==> src/rtl/mult_div_unit.sv <==
// Iterative 33-cycle multiply/divide unit owning the HI/LO registers.
// Define MULDIV_SIGNED_EN to enable signed mult/div (op[0] = 1).
module mult_div_unit (
  input  logic        clock,
  input  logic        reset,
  input  logic        start,
  input  logic [1:0]  op,
  input  logic [31:0] operand_a,
  input  logic [31:0] operand_b,
  input  logic        hi_write,
  input  logic        lo_write,
  input  logic [31:0] write_data,
  output logic        busy,
  output logic        done,
  output logic [31:0] hi,
  output logic [31:0] lo
);

  typedef enum logic [1:0] {
    IDLE = 2'd0,
    RUN  = 2'd1,
    FIX  = 2'd2
  } state_t;

  state_t      state;
  state_t      state_next;
  logic [4:0]  count;
  logic        is_div;
  logic [31:0] divisor;
  logic [63:0] acc;

  logic [31:0] mag_a;
  logic [31:0] mag_b;
  logic [32:0] mul_sum;
  logic [63:0] mul_step;
  logic [32:0] rem_sh;
  logic [32:0] trial;
  logic [63:0] div_step;
  logic [31:0] fix_hi;
  logic [31:0] fix_lo;

`ifdef MULDIV_SIGNED_EN
  logic        sign_a;
  logic        sign_b;
  logic        neg_q;
  logic        neg_r;
  logic [63:0] prod;
  logic [31:0] quo;
  logic [31:0] rem;

  assign sign_a = op[0] & operand_a[31];
  assign sign_b = op[0] & operand_b[31];
  assign mag_a  = sign_a ? (~operand_a + 32'd1)
                         : operand_a;
  assign mag_b  = sign_b ? (~operand_b + 32'd1)
                         : operand_b;

  always_comb begin
    prod   = neg_q ? (~acc + 64'd1) : acc;
    quo    = neg_q ? (~acc[31:0] + 32'd1)
                   : acc[31:0];
    rem    = neg_r ? (~acc[63:32] + 32'd1)
                   : acc[63:32];
    fix_hi = is_div ? rem : prod[63:32];
    fix_lo = is_div ? quo : prod[31:0];
  end
`else
  logic unused_op0;

  assign unused_op0 = op[0];
  assign mag_a      = operand_a;
  assign mag_b      = operand_b;
  assign fix_hi     = acc[63:32];
  assign fix_lo     = acc[31:0];
`endif

  // Multiply: right-shifting shift-add, multiplier in acc[31:0].
  always_comb begin
    mul_sum  = {1'b0, acc[63:32]}
             + ({33{acc[0]}} & {1'b0, divisor});
    mul_step = {mul_sum, acc[31:1]};
  end

  // Divide: restoring, {remainder, quotient} shifted left in acc.
  always_comb begin
    rem_sh = acc[63:31];
    trial  = rem_sh - {1'b0, divisor};
    if (!trial[32]) begin
      div_step = {trial[31:0], acc[30:0], 1'b1};
    end else begin
      div_step = {rem_sh[31:0], acc[30:0], 1'b0};
    end
  end

  always_ff @(posedge clock) begin
    if (reset) begin
      state <= IDLE;
    end else begin
      state <= state_next;
    end
  end

  always_comb begin
    state_next = state;
    unique case (state)
      IDLE: begin
        if (start) begin
          state_next = RUN;
        end
      end
      RUN: begin
        if (count == 5'd31) begin
          state_next = FIX;
        end
      end
      FIX:     state_next = IDLE;
      default: state_next = IDLE;
    endcase
  end

  always_ff @(posedge clock) begin
    if (reset) begin
      hi      <= 32'd0;
      lo      <= 32'd0;
      count   <= 5'd0;
      acc     <= 64'd0;
      divisor <= 32'd0;
      is_div  <= 1'b0;
      done    <= 1'b0;
`ifdef MULDIV_SIGNED_EN
      neg_q   <= 1'b0;
      neg_r   <= 1'b0;
`endif
    end else begin
      done <= (state == FIX);
      unique case (state)
        IDLE: begin
          if (hi_write) begin
            hi <= write_data;
          end
          if (lo_write) begin
            lo <= write_data;
          end
          if (start) begin
            count  <= 5'd0;
            is_div <= op[1];
            if (op[1]) begin
              acc     <= {32'd0, mag_a};
              divisor <= mag_b;
            end else begin
              acc     <= {32'd0, mag_b};
              divisor <= mag_a;
            end
`ifdef MULDIV_SIGNED_EN
            neg_q <= sign_a ^ sign_b;
            neg_r <= sign_a;
`endif
          end
        end
        RUN: begin
          acc   <= is_div ? div_step : mul_step;
          count <= count + 5'd1;
        end
        FIX: begin
          hi <= fix_hi;
          lo <= fix_lo;
        end
        default: begin
        end
      endcase
    end
  end

  assign busy = (state == RUN) || (state == FIX);

endmodule

==> config.mk <==
export PLATFORM = sky130hd
export DESIGN_NAME = mult_div_unit
export DESIGN_NICKNAME = d
export VERILOG_FILES = /design/src/rtl/mult_div_unit.sv
export SDC_FILE = /design/constraint.sdc
export NUM_CORES = 1
export LEC_CHECK = 0
export BUFFER_PORTS_ARGS = -buffer_cell sky130_fd_sc_hd__clkbuf_2
export CORE_ASPECT_RATIO = 2
export CORE_UTILIZATION = 55
export DETAILED_ROUTE_END_ITERATION = 10
export GPL_ROUTABILITY_DRIVEN = 0
export PLACE_DENSITY = 0.77
export SYNTH_ARGS = -nofsm -noshare
export SYNTH_HDL_FRONTEND = slang
export SYNTH_SLANG_ARGS = --single-unit
==> constraint.sdc <==
create_clock -name clock -period 5.65 [get_ports clock]
set_clock_uncertainty 0.2 [all_clocks]
set_input_delay 0.2825 -clock clock [delete_from_list [all_inputs] [get_ports clock]]
set_output_delay 0.2825 -clock clock [all_outputs]
set_load 0.02 [all_outputs]
## After elaboration in Yosys (flattened, before gate mapping)

Index checks and enable logic that the tools add are counted.

| word-level totals | value |
|---|---|
| register bits | 169 |
| input port bits | 103 |
| output and inout port bits | 66 |
| logic and storage cells | 43 |

| operators by class | value |
|---|---|
| $add $sub $neg | 3 |
| eq/ne operators | 7 |
| mux-type cells | 15 |
| bitwise operators | 1 |
| reductions and logical operators | 9 |

Operators by type and width:

| kind | number |
|---|---|
| 2-to-1 mux 64 bit | 3 |
| 2-to-1 mux 32 bit | 4 |
| one-hot mux 32 bit (2 select lines) | 2 |
| one-hot mux 64 bit (2 select lines) | 1 |
| adder 32 x 33 -> 33 bit | 1 |
| bitwise AND 33 x 32 -> 33 bit | 1 |
| subtractor 33 x 32 -> 33 bit | 1 |
| one-hot mux 5 bit (2 select lines) | 1 |
| AND reduction 2 bit | 5 |
| inequality test 2 bit, second input constant | 4 |
| adder 5 x 1 -> 5 bit, second input constant | 1 |
| equality test 5 bit, second input constant | 1 |
| 2-to-1 mux 5 bit | 1 |
| 2-to-1 mux 2 bit | 2 |
| one-hot mux 2 bit (2 select lines) | 1 |
| nonzero test 2 bit | 2 |
| equality test 2 x 1 -> 1 bit, second input constant | 1 |
| equality test 2 bit, second input constant | 1 |
| logical NOT 2 bit | 1 |
| logical OR 1 bit | 1 |

## Logic depth before layout (Yosys ltp)

Gate-level depths: netlist of run 1.

| depth | value |
|---|---|
| depth after elaboration | 4 |
| depth in mapped cells | 16 |
| depth with buffers taken out | 14 |

## Worst setup path before layout of run 1

Ideal clock, no wire load.

| timing path | value |
|---|---|
| kind | flip-flop to flip-flop |
| from | reg acc[0] |
| to | reg acc[62] |
| library setup time | 0.117 ns |
| arrival | 2.988 ns |
| data required time | 5.333 ns |
| path slack | 2.345 ns |
| stages on the path, launching flop included | 16 |
| buffers on the path | 3 |
| clock period less this slack | 3.305 ns |
| cells stage by stage | dfxtp_1 > clkbuf_1 > clkbuf_1 > and2_1 > ha_1 > clkbuf_1 > a21oi_1 > o21ai_0 > a221oi_1 > o22a_1 > nand2_1 > a311o_1 > a31oi_1 > xor2_1 > nand2_1 > a32o_1 |

| between the ends | value |
|---|---|
| longest elaborated chain between the ends | 4 |

Ends and longest elaborated chain:

| item | RTL line | source |
|---|---|---|
| from (decl) | 30 | `logic [63:0] acc;` |
| from (signal assigned) | 148 | `acc <= {32'd0, mag_a};` |
| from (signal assigned) | 151 | `acc <= {32'd0, mag_b};` |
| from (signal assigned) | 161 | `acc <= is_div ? div_step : mul_step;` |
| bitwise AND 33 x 32 -> 33 bit | 80 | `+ ({33{acc[0]}} & {1'b0, divisor});` |
| adder 32 x 33 -> 33 bit | 80 |  |
| 2-to-1 mux 64 bit | 161 |  |
| one-hot mux 64 bit (2 select lines) | 136 | `unique case (state)` |

Every way passes these cells.
A chain may end at the register's enable or synchronous reset.

## Worst setup path after layout of run 1

| timing path | value |
|---|---|
| from | reg acc[0] |
| to | reg acc[61] |

The elaborated chain is that of the path after synthesis.

==> results of run 1 <==
==> stage by stage <==
| step | instance area [um^2] | util [%] | hold WS [ps] |
|---|---|---|---|
| floorplan | 11800 | - | 260 |
| global placement | 12700 | 60.3 | 273 |
| detailed placement | 12700 | 60.3 | 290 |
| CTS | 13400 | 64.0 | 1.28 |
| global route | 13400 | 64.0 | 19.0 |
| finish | 13400 | 64.0 | 13.8 |
==> cells in the final DEF, fill, tap and decap left out, drive strengths merged, types with 5 or more instances in the layout <==
| cell type | netlist | layout |
|---|---|---|
| o211ai | 5 | 5 |
| dlygate4sd3 | 0 | 19 |
| xnor2 | 33 | 33 |
| a211oi | 170 | 170 |
| clkbuf | 93 | 187 |
| nor3 | 14 | 14 |
| nand3 | 19 | 19 |
| o21a | 7 | 7 |
| o31ai | 7 | 7 |
| o21ai | 62 | 62 |
| inv | 59 | 61 |
| a21oi | 176 | 176 |
| a21o | 28 | 28 |
| and3 | 6 | 6 |
| nor2 | 183 | 183 |
| mux2i | 82 | 82 |
| and2 | 37 | 37 |
| dfxtp | 169 | 169 |
| nand2b | 11 | 11 |
| nor2b | 71 | 71 |
| buf | 9 | 14 |
| a22o | 9 | 9 |
| a22oi | 13 | 13 |
| nand2 | 71 | 71 |
| xor2 | 22 | 22 |
| ha | 69 | 69 |
| nand4 | 11 | 11 |
| a31oi | 7 | 7 |
==> sequential cells by signal (all words and copies together) (netlist names) <==
signal,flops
acc,64
state,2
done,1
hi,32
divisor,32
lo,32
count,5
is_div,1
==> per-layer routing <==
layer	up-vias	track usage, %
met5	-	0
met4	0	21.3
met3	134	5.05
met2	441	57.3
met1	5451	36.7
li1	5695	-
==> cell type report <==
cell class,instances,share of cell area (%)
Antenna cell,1,0.0186
Clock buffer,22,3.45
Clock inverter,9,0.856
Inverter,59,1.65
Multi-Input combinational cell,1173,58.0
Sequential cell,169,25.2
Tap cell,269,2.50
Timing Repair Buffer,198,8.34
==> how the worst max path moves through the flow <==
stage                        from  endpoint  slack, ps  cells past startpoint
after global routing      acc[31]   acc[48]       1200                     14
after global placement    acc[31]   acc[34]       1480                     14
after floorplan            acc[0]   acc[62]       2350                     15
final                      acc[0]   acc[61]       1370                     15
after detailed placement  acc[31]   acc[33]       1470                     14
after CTS                 acc[31]   acc[33]       1420                     14
==> power by group through the flow <==
stage | Combinational (mW) | Sequential [mW] | Clock [mW]
floorplan | 0.544 | 1.42 | 0
global placement | 0.791 | 1.39 | 0
detailed placement | 0.805 | 1.40 | 0
CTS | 0.826 | 1.37 | 1.18
global route | 0.914 | 1.38 | 1.22
finish | 0.833 | 1.37 | 1.18
==> critical path: cells and delay by family (launching register included) <==
kind                       cells  cell delay, ps
xor gates and xnor gates       1             110
and+or+nand+nor                3             410
adders and majority gates      2             610
buffers and inverters          2             390
AOI/OAI and AO/OA              7            1730
DFF                            1             680
==> logic make-up (layout without fill, tap and decap cells) <==
family / Yosys count / count (layout)
buffers and inverters: 161 / 288
multiplexers: 85 / 85
AND/OR/NAND/NOR: 435 / 435
AO/OA/AOI/OAI: 527 / 527
other: 0 / 1
flip-flops: 169 / 169
adder cells (fa/ha/maj): 71 / 71
XOR/XNOR: 55 / 55
==> what timing repair did <==
action,CTS,global route
endpoints found under the hold margin,12,0
setup endpoints to repair,0,0
hold buffers,19,0
==> flow_metrics.env, run 1 <==
export IMPL_status="complete, no violations"
export IMPL_wl_per_cell_um=18.9
export IMPL_setup_viol=0
export IMPL_synth_edf_count=0
export IMPL_p_total_mw=3.38
export IMPL_drive_above_1_share_pct=13.9
export IMPL_cts_inserted_buffers=17
export IMPL_antenna_found_initial=1
export IMPL_fin_setup_tns_ps=0
export IMPL_p_sw_share_pct=32.5
export IMPL_worst_r2r_endpoint="acc[61]"
export IMPL_synthArstFlopShare_pct=0
export IMPL_wirelength_um=35900
export IMPL_multi_input_area_um2=7800
export IMPL_worst_setup_path_end_kind="register"
export IMPL_dr_wl_met2_um=18000
export IMPL_io_pins=169
export IMPL_viasPerCell=6.17
export IMPL_grt_max_degree=99
export IMPL_core_area_um2=21000
export IMPL_ys_ff_latch=169
export IMPL_power_frac_comb_pct=24.6
export IMPL_hold_path_depth=3
export IMPL_rsz0062_at_grt="false"
export IMPL_worstPathArrival_ps=4390
export IMPL_min_period_over_period_pct=75.7
export IMPL_ys_seq_area_share_pct=28.7
export IMPL_clk_latency_ps=440
export IMPL_synth_area_um2=11800
export IMPL_dieWidth_um=105
export IMPL_synth_adder_area_share_pct=7.67
export IMPL_clkPwrFrac_pct=34.8
export IMPL_synthTopCellsByArea="dfxtp_1, a211oi_1, a21oi_1, ha_1, mux2i_1"
export IMPL_cp_max_fo=20
export IMPL_drv_cap=0
export IMPL_required_ps=5760
export IMPL_clock_path_buffers=2
export IMPL_syn_inst=1503
export IMPL_yosys_warnings=0
export IMPL_yosys_area_top_type_share_pct=28.7
export IMPL_hold_end="divisor[19]"
export IMPL_synth_ff_type="dfxtp_1"
export IMPL_first_pass_iters=5
export IMPL_synthSimpleGateAreaFrac_pct=17.5
export IMPL_hp_start="operand_a[19]"
export IMPL_r2r_start="acc[0]"
export IMPL_cts_resized=0
export IMPL_setup_ws_ps=1370
export IMPL_h_tree_depth=4
export IMPL_start_util_pct=56.0
export IMPL_cpPeakStageDelay_ps=680
export IMPL_synth_top_family_by_area="compound AO/OA/AOI/OAI gates"
export IMPL_cts_setup_buffers=0
export IMPL_syn_nets=1677
export IMPL_fp_dieArea_um2=22000
export IMPL_grtUsageTotal_pct=32.9
export IMPL_worst_pin_slew_ps=1160
export IMPL_synth_mux_area_share_pct=7.26
export IMPL_die_y_um=209
export IMPL_regToRegSetupSlack_ps=1370
export IMPL_vias=11700
export IMPL_ys_top_cells_by_count="nor2_1, a21oi_1, a211oi_1"
export IMPL_grt_pass1_vias=11500
export IMPL_switchingPower_mw=1.10
export IMPL_power_density_nw_per_um2=251
export IMPL_root_buffer="clkbuf_16"
export IMPL_n_fill_cell=1879
export IMPL_min_path_type="primary input to register"
export IMPL_synthDistinctLibCells=67
export IMPL_cts_tree="done"
export IMPL_highest_layer="met4"
export IMPL_avgSynthCellArea_um2=7.84
export IMPL_grt_pass1_wl_um=57200
export IMPL_ir_drop_mv=0.322
export IMPL_place_inst=1849
export IMPL_dp_hpwl_um=26400
export IMPL_cts_sinks=169
export IMPL_slowest_stage="dfxtp_1"
export IMPL_io_buffers=167
export IMPL_p_int_mw=2.28
export IMPL_drc=0
export IMPL_clk_pin_slew_ps=70
export IMPL_min_period_ps=4280
export IMPL_antenna_left=0
export IMPL_synth_most_common_cell="nor2_1"
export IMPL_slew_limit_headroom_pct=22.3
export IMPL_seq_area_um2=3380
export IMPL_rr_worst_depth=15
export IMPL_p_leak_nw=5.85
export IMPL_place_ws_ps=1470
export IMPL_instances_no_fill=1900
export IMPL_hold_viol=0
export IMPL_m1WireLength_um=13800
export IMPL_fin_nets=1792
export IMPL_area_growth_pct=14.2
export IMPL_max_freq_mhz=234
export IMPL_overflow=0
export IMPL_path_class="register to register"
export IMPL_seq_power_share_pct=40.6
export IMPL_wl_met3_um=1870
export IMPL_std_cell_rows=75
export IMPL_cp_start_kind="register"
export IMPL_path_cells="buf_4 -> and2_1 -> ha_1 -> inv_1 -> fa_1 -> nor2b_1 -> o21a_1 -> o21ai_0 -> a21oi_1 -> a211oi_1 -> o31ai_1 -> o2111ai_1 -> nand2_1 -> xnor2_1 -> o221ai_1"
export IMPL_synth_xor_area_share_pct=4.25
export IMPL_slew_viol_final=0
export IMPL_drt_initial_drc_count=692
export IMPL_synth_area_leader_cell="dfxtp_1"
export IMPL_synth_compound_area_share_pct=29.2
(Power assumes the default switching activity.)
==> inputs of run 2 (changes only) <==
ABC_AREA = 1   (was not set)
PLACE_DENSITY = 0.76   (was 0.77)
clock period = 4.1 ns   (was 5.65 ns; I/O delays follow)
==> flow_metrics.env, run 2 <==
export IMPL_rsz0062_at_grt="false"
export IMPL_ys_top_cells_by_count="nand2_1, inv_1, a21oi_1"
export IMPL_cts_inserted_buffers=17
export IMPL_overflow=0
export IMPL_worstPathArrival_ps=3460
export IMPL_syn_nets=2351
export IMPL_synth_most_common_cell="nand2_1"
export IMPL_clock_path_buffers=2
export IMPL_required_ps=4190
export IMPL_final_util_pct=66.6
export IMPL_drive_above_1_share_pct=10.2
export IMPL_largest_register_ffs=64
export IMPL_p_int_mw=4.96
export IMPL_min_period_over_period_pct=82.3
export IMPL_grt_pass1_wl_um=77700
export IMPL_worst_pin_slew_ps=1160
export IMPL_ys_ff_latch=169
export IMPL_grt_max_degree=76
export IMPL_cp_max_fo=5
export IMPL_cts_sinks=169
export IMPL_ys_seq_area_share_pct=26.0
export IMPL_layout_commonest_cell="nand2_1"
export IMPL_grtUsageTotal_pct=40.5
export IMPL_avgSynthCellArea_um2=5.97
export IMPL_cp_start_kind="register"
export IMPL_clkPwrFrac_pct=17.5
export IMPL_slew_limit_headroom_pct=22.7
export IMPL_power_density_nw_per_um2=649
export IMPL_dieWidth_um=111
export IMPL_h_tree_depth=4
export IMPL_area_growth_pct=19.0
export IMPL_power_frac_comb_pct=56.6
export IMPL_path_class="register to register"
export IMPL_drv_cap=0
export IMPL_synth_area_um2=13000
export IMPL_p_sw_share_pct=50.5
export IMPL_dp_hpwl_um=35300
export IMPL_rr_worst_depth=15
export IMPL_yosys_area_top_type_share_pct=26.0
export IMPL_hold_path_depth=5
export IMPL_synth_ff_type="dfxtp_1"
export IMPL_min_path_type="primary input to register"
export IMPL_min_period_ps=3370
export IMPL_max_freq_mhz=296
export IMPL_synthArstFlopShare_pct=0
export IMPL_io_pins=169
export IMPL_clk_latency_ps=450
export IMPL_fp_dieArea_um2=24300
export IMPL_antenna_found_initial=1
export IMPL_fin_nets=2542
export IMPL_yosys_warnings=0
export IMPL_drt_initial_drc_count=1249
export IMPL_std_cell_rows=79
export IMPL_die_y_um=219
export IMPL_synth_area_leader_cell="dfxtp_1"
export IMPL_antenna_left=0
export IMPL_switchingPower_mw=5.07
export IMPL_p_leak_nw=7.55
export IMPL_setup_viol=0
export IMPL_first_pass_iters=8
export IMPL_vias=15800
export IMPL_top_register="acc"
export IMPL_start_util_pct=56.0
export IMPL_wl_per_cell_um=18.4
export IMPL_synthDistinctLibCells=40
export IMPL_clk_pin_slew_ps=70
export IMPL_seq_power_share_pct=25.9
export IMPL_n_fill_cell=2124
export IMPL_drc=0
export IMPL_cts_tree="done"
export IMPL_worst_setup_path_end_kind="register"
export IMPL_regToRegSetupSlack_ps=730
export IMPL_wirelength_um=49100
export IMPL_status="complete, no violations"
export IMPL_root_buffer="clkbuf_16"
export IMPL_syn_inst=2177
export IMPL_ir_drop_mv=0.587
export IMPL_viasPerCell=5.91
export IMPL_synth_edf_count=0
export IMPL_slew_viol_final=0
export IMPL_core_area_um2=23200
export IMPL_hold_viol=0
export IMPL_synthTopCellsByArea="dfxtp_1, nand2_1, inv_1, a21oi_1, o21ai_0"
export IMPL_fin_setup_tns_ps=0
export IMPL_io_buffers=167
export IMPL_layout_common_cells="nand2_1, inv_1, a21oi_1"
export IMPL_grt_pass1_vias=15400
==> run 2: timing repair <==
item | CTS | global route
setup buffers | 0 | 0
hold buffers | 96 | 0
endpoints found under the hold margin | 120 | 0
endpoints found under the setup margin | 0 | 0
gates resized for setup | 0 | 0
==> run 2: cells by family after synthesis <==
logic type / count (synthesis) / share of synthesized area, %
AOI/OAI and AO/OA: 548 / 23.2
xor gates and xnor gates: 19 / 1.28
adders and majority gates: 71 / 6.95
buffers and inverters: 435 / 12.9
DFF: 169 / 26.0
and+or+nand+nor: 935 / 29.6
==> run 2: path summary, 6_finish.rpt <==
path                 startpoint     endpoint
setup / recovery     divisor[0]      acc[61]
hold / removal    operand_a[28]  divisor[28]
setup reg to reg     divisor[0]      acc[61]
hold reg to reg        count[4]     count[4]
==> run 2: power groups by stage <==
stage / logic, mW / registers [mW] / clock network [mW]
final: 5.68 / 2.60 / 1.76
after global routing: 6.24 / 2.64 / 1.82
after CTS: 5.50 / 2.57 / 1.76
after detailed placement: 5.31 / 2.60 / 0
after global placement: 5.22 / 2.59 / 0
after floorplan: 3.67 / 2.76 / 0
==> run 2: area by class of cell <==
type                            instances  area, um^2  share of cell area, %
Clock inverter                         10         165                   1.07
Clock buffer                           22         464                   3.00
Antenna cell                            1        2.50                 0.0162
Timing Repair Buffer                  276        1890                   12.2
Sequential cell                       169        3380                   21.9
Inverter                              331        1240                   8.03
Multi-Input combinational cell       1573        7960                   51.5
Tap cell                              283         354                   2.29
==> run 2: metal layers <==
layer | vias to the layer above | track usage (%) | routed length, um
met3 | 250 | 7.21 | 3530
met2 | 825 | 71.3 | 24300
li1 | 7511 | - | -
met5 | - | 0 | 0
met4 | 0 | 34.1 | 4360
met1 | 7177 | 41.5 | 16800
==> run 2: critical path, stage by stage, from the launching register on <==
cell and delay, ps:
dfxtp_1 430, nand2_1 80, inv_1 60, ha_1 270, inv_1 100, fa_1 440, o21ai_1 370, nand2_1 120
nand2_1 240, nand2_1 80, o211ai_1 160, nand2_1 260, nand3_1 130, nand3_1 80, nand3_1 120, a21oi_1 60
==> run 2: per-stage QoR <==
stage	power [mW]	hold slack, ps	instance area, um^2	cells	setup WS (ps)
after floorplan	6.43	179	13000	2177	1230
after global placement	7.80	256	13900	2536	982
after detailed placement	7.91	267	13900	2536	934
after CTS	9.84	23.1	15500	2664	888
after global routing	10.7	65.1	15500	2665	443
final	10.0	24.1	15500	2665	726
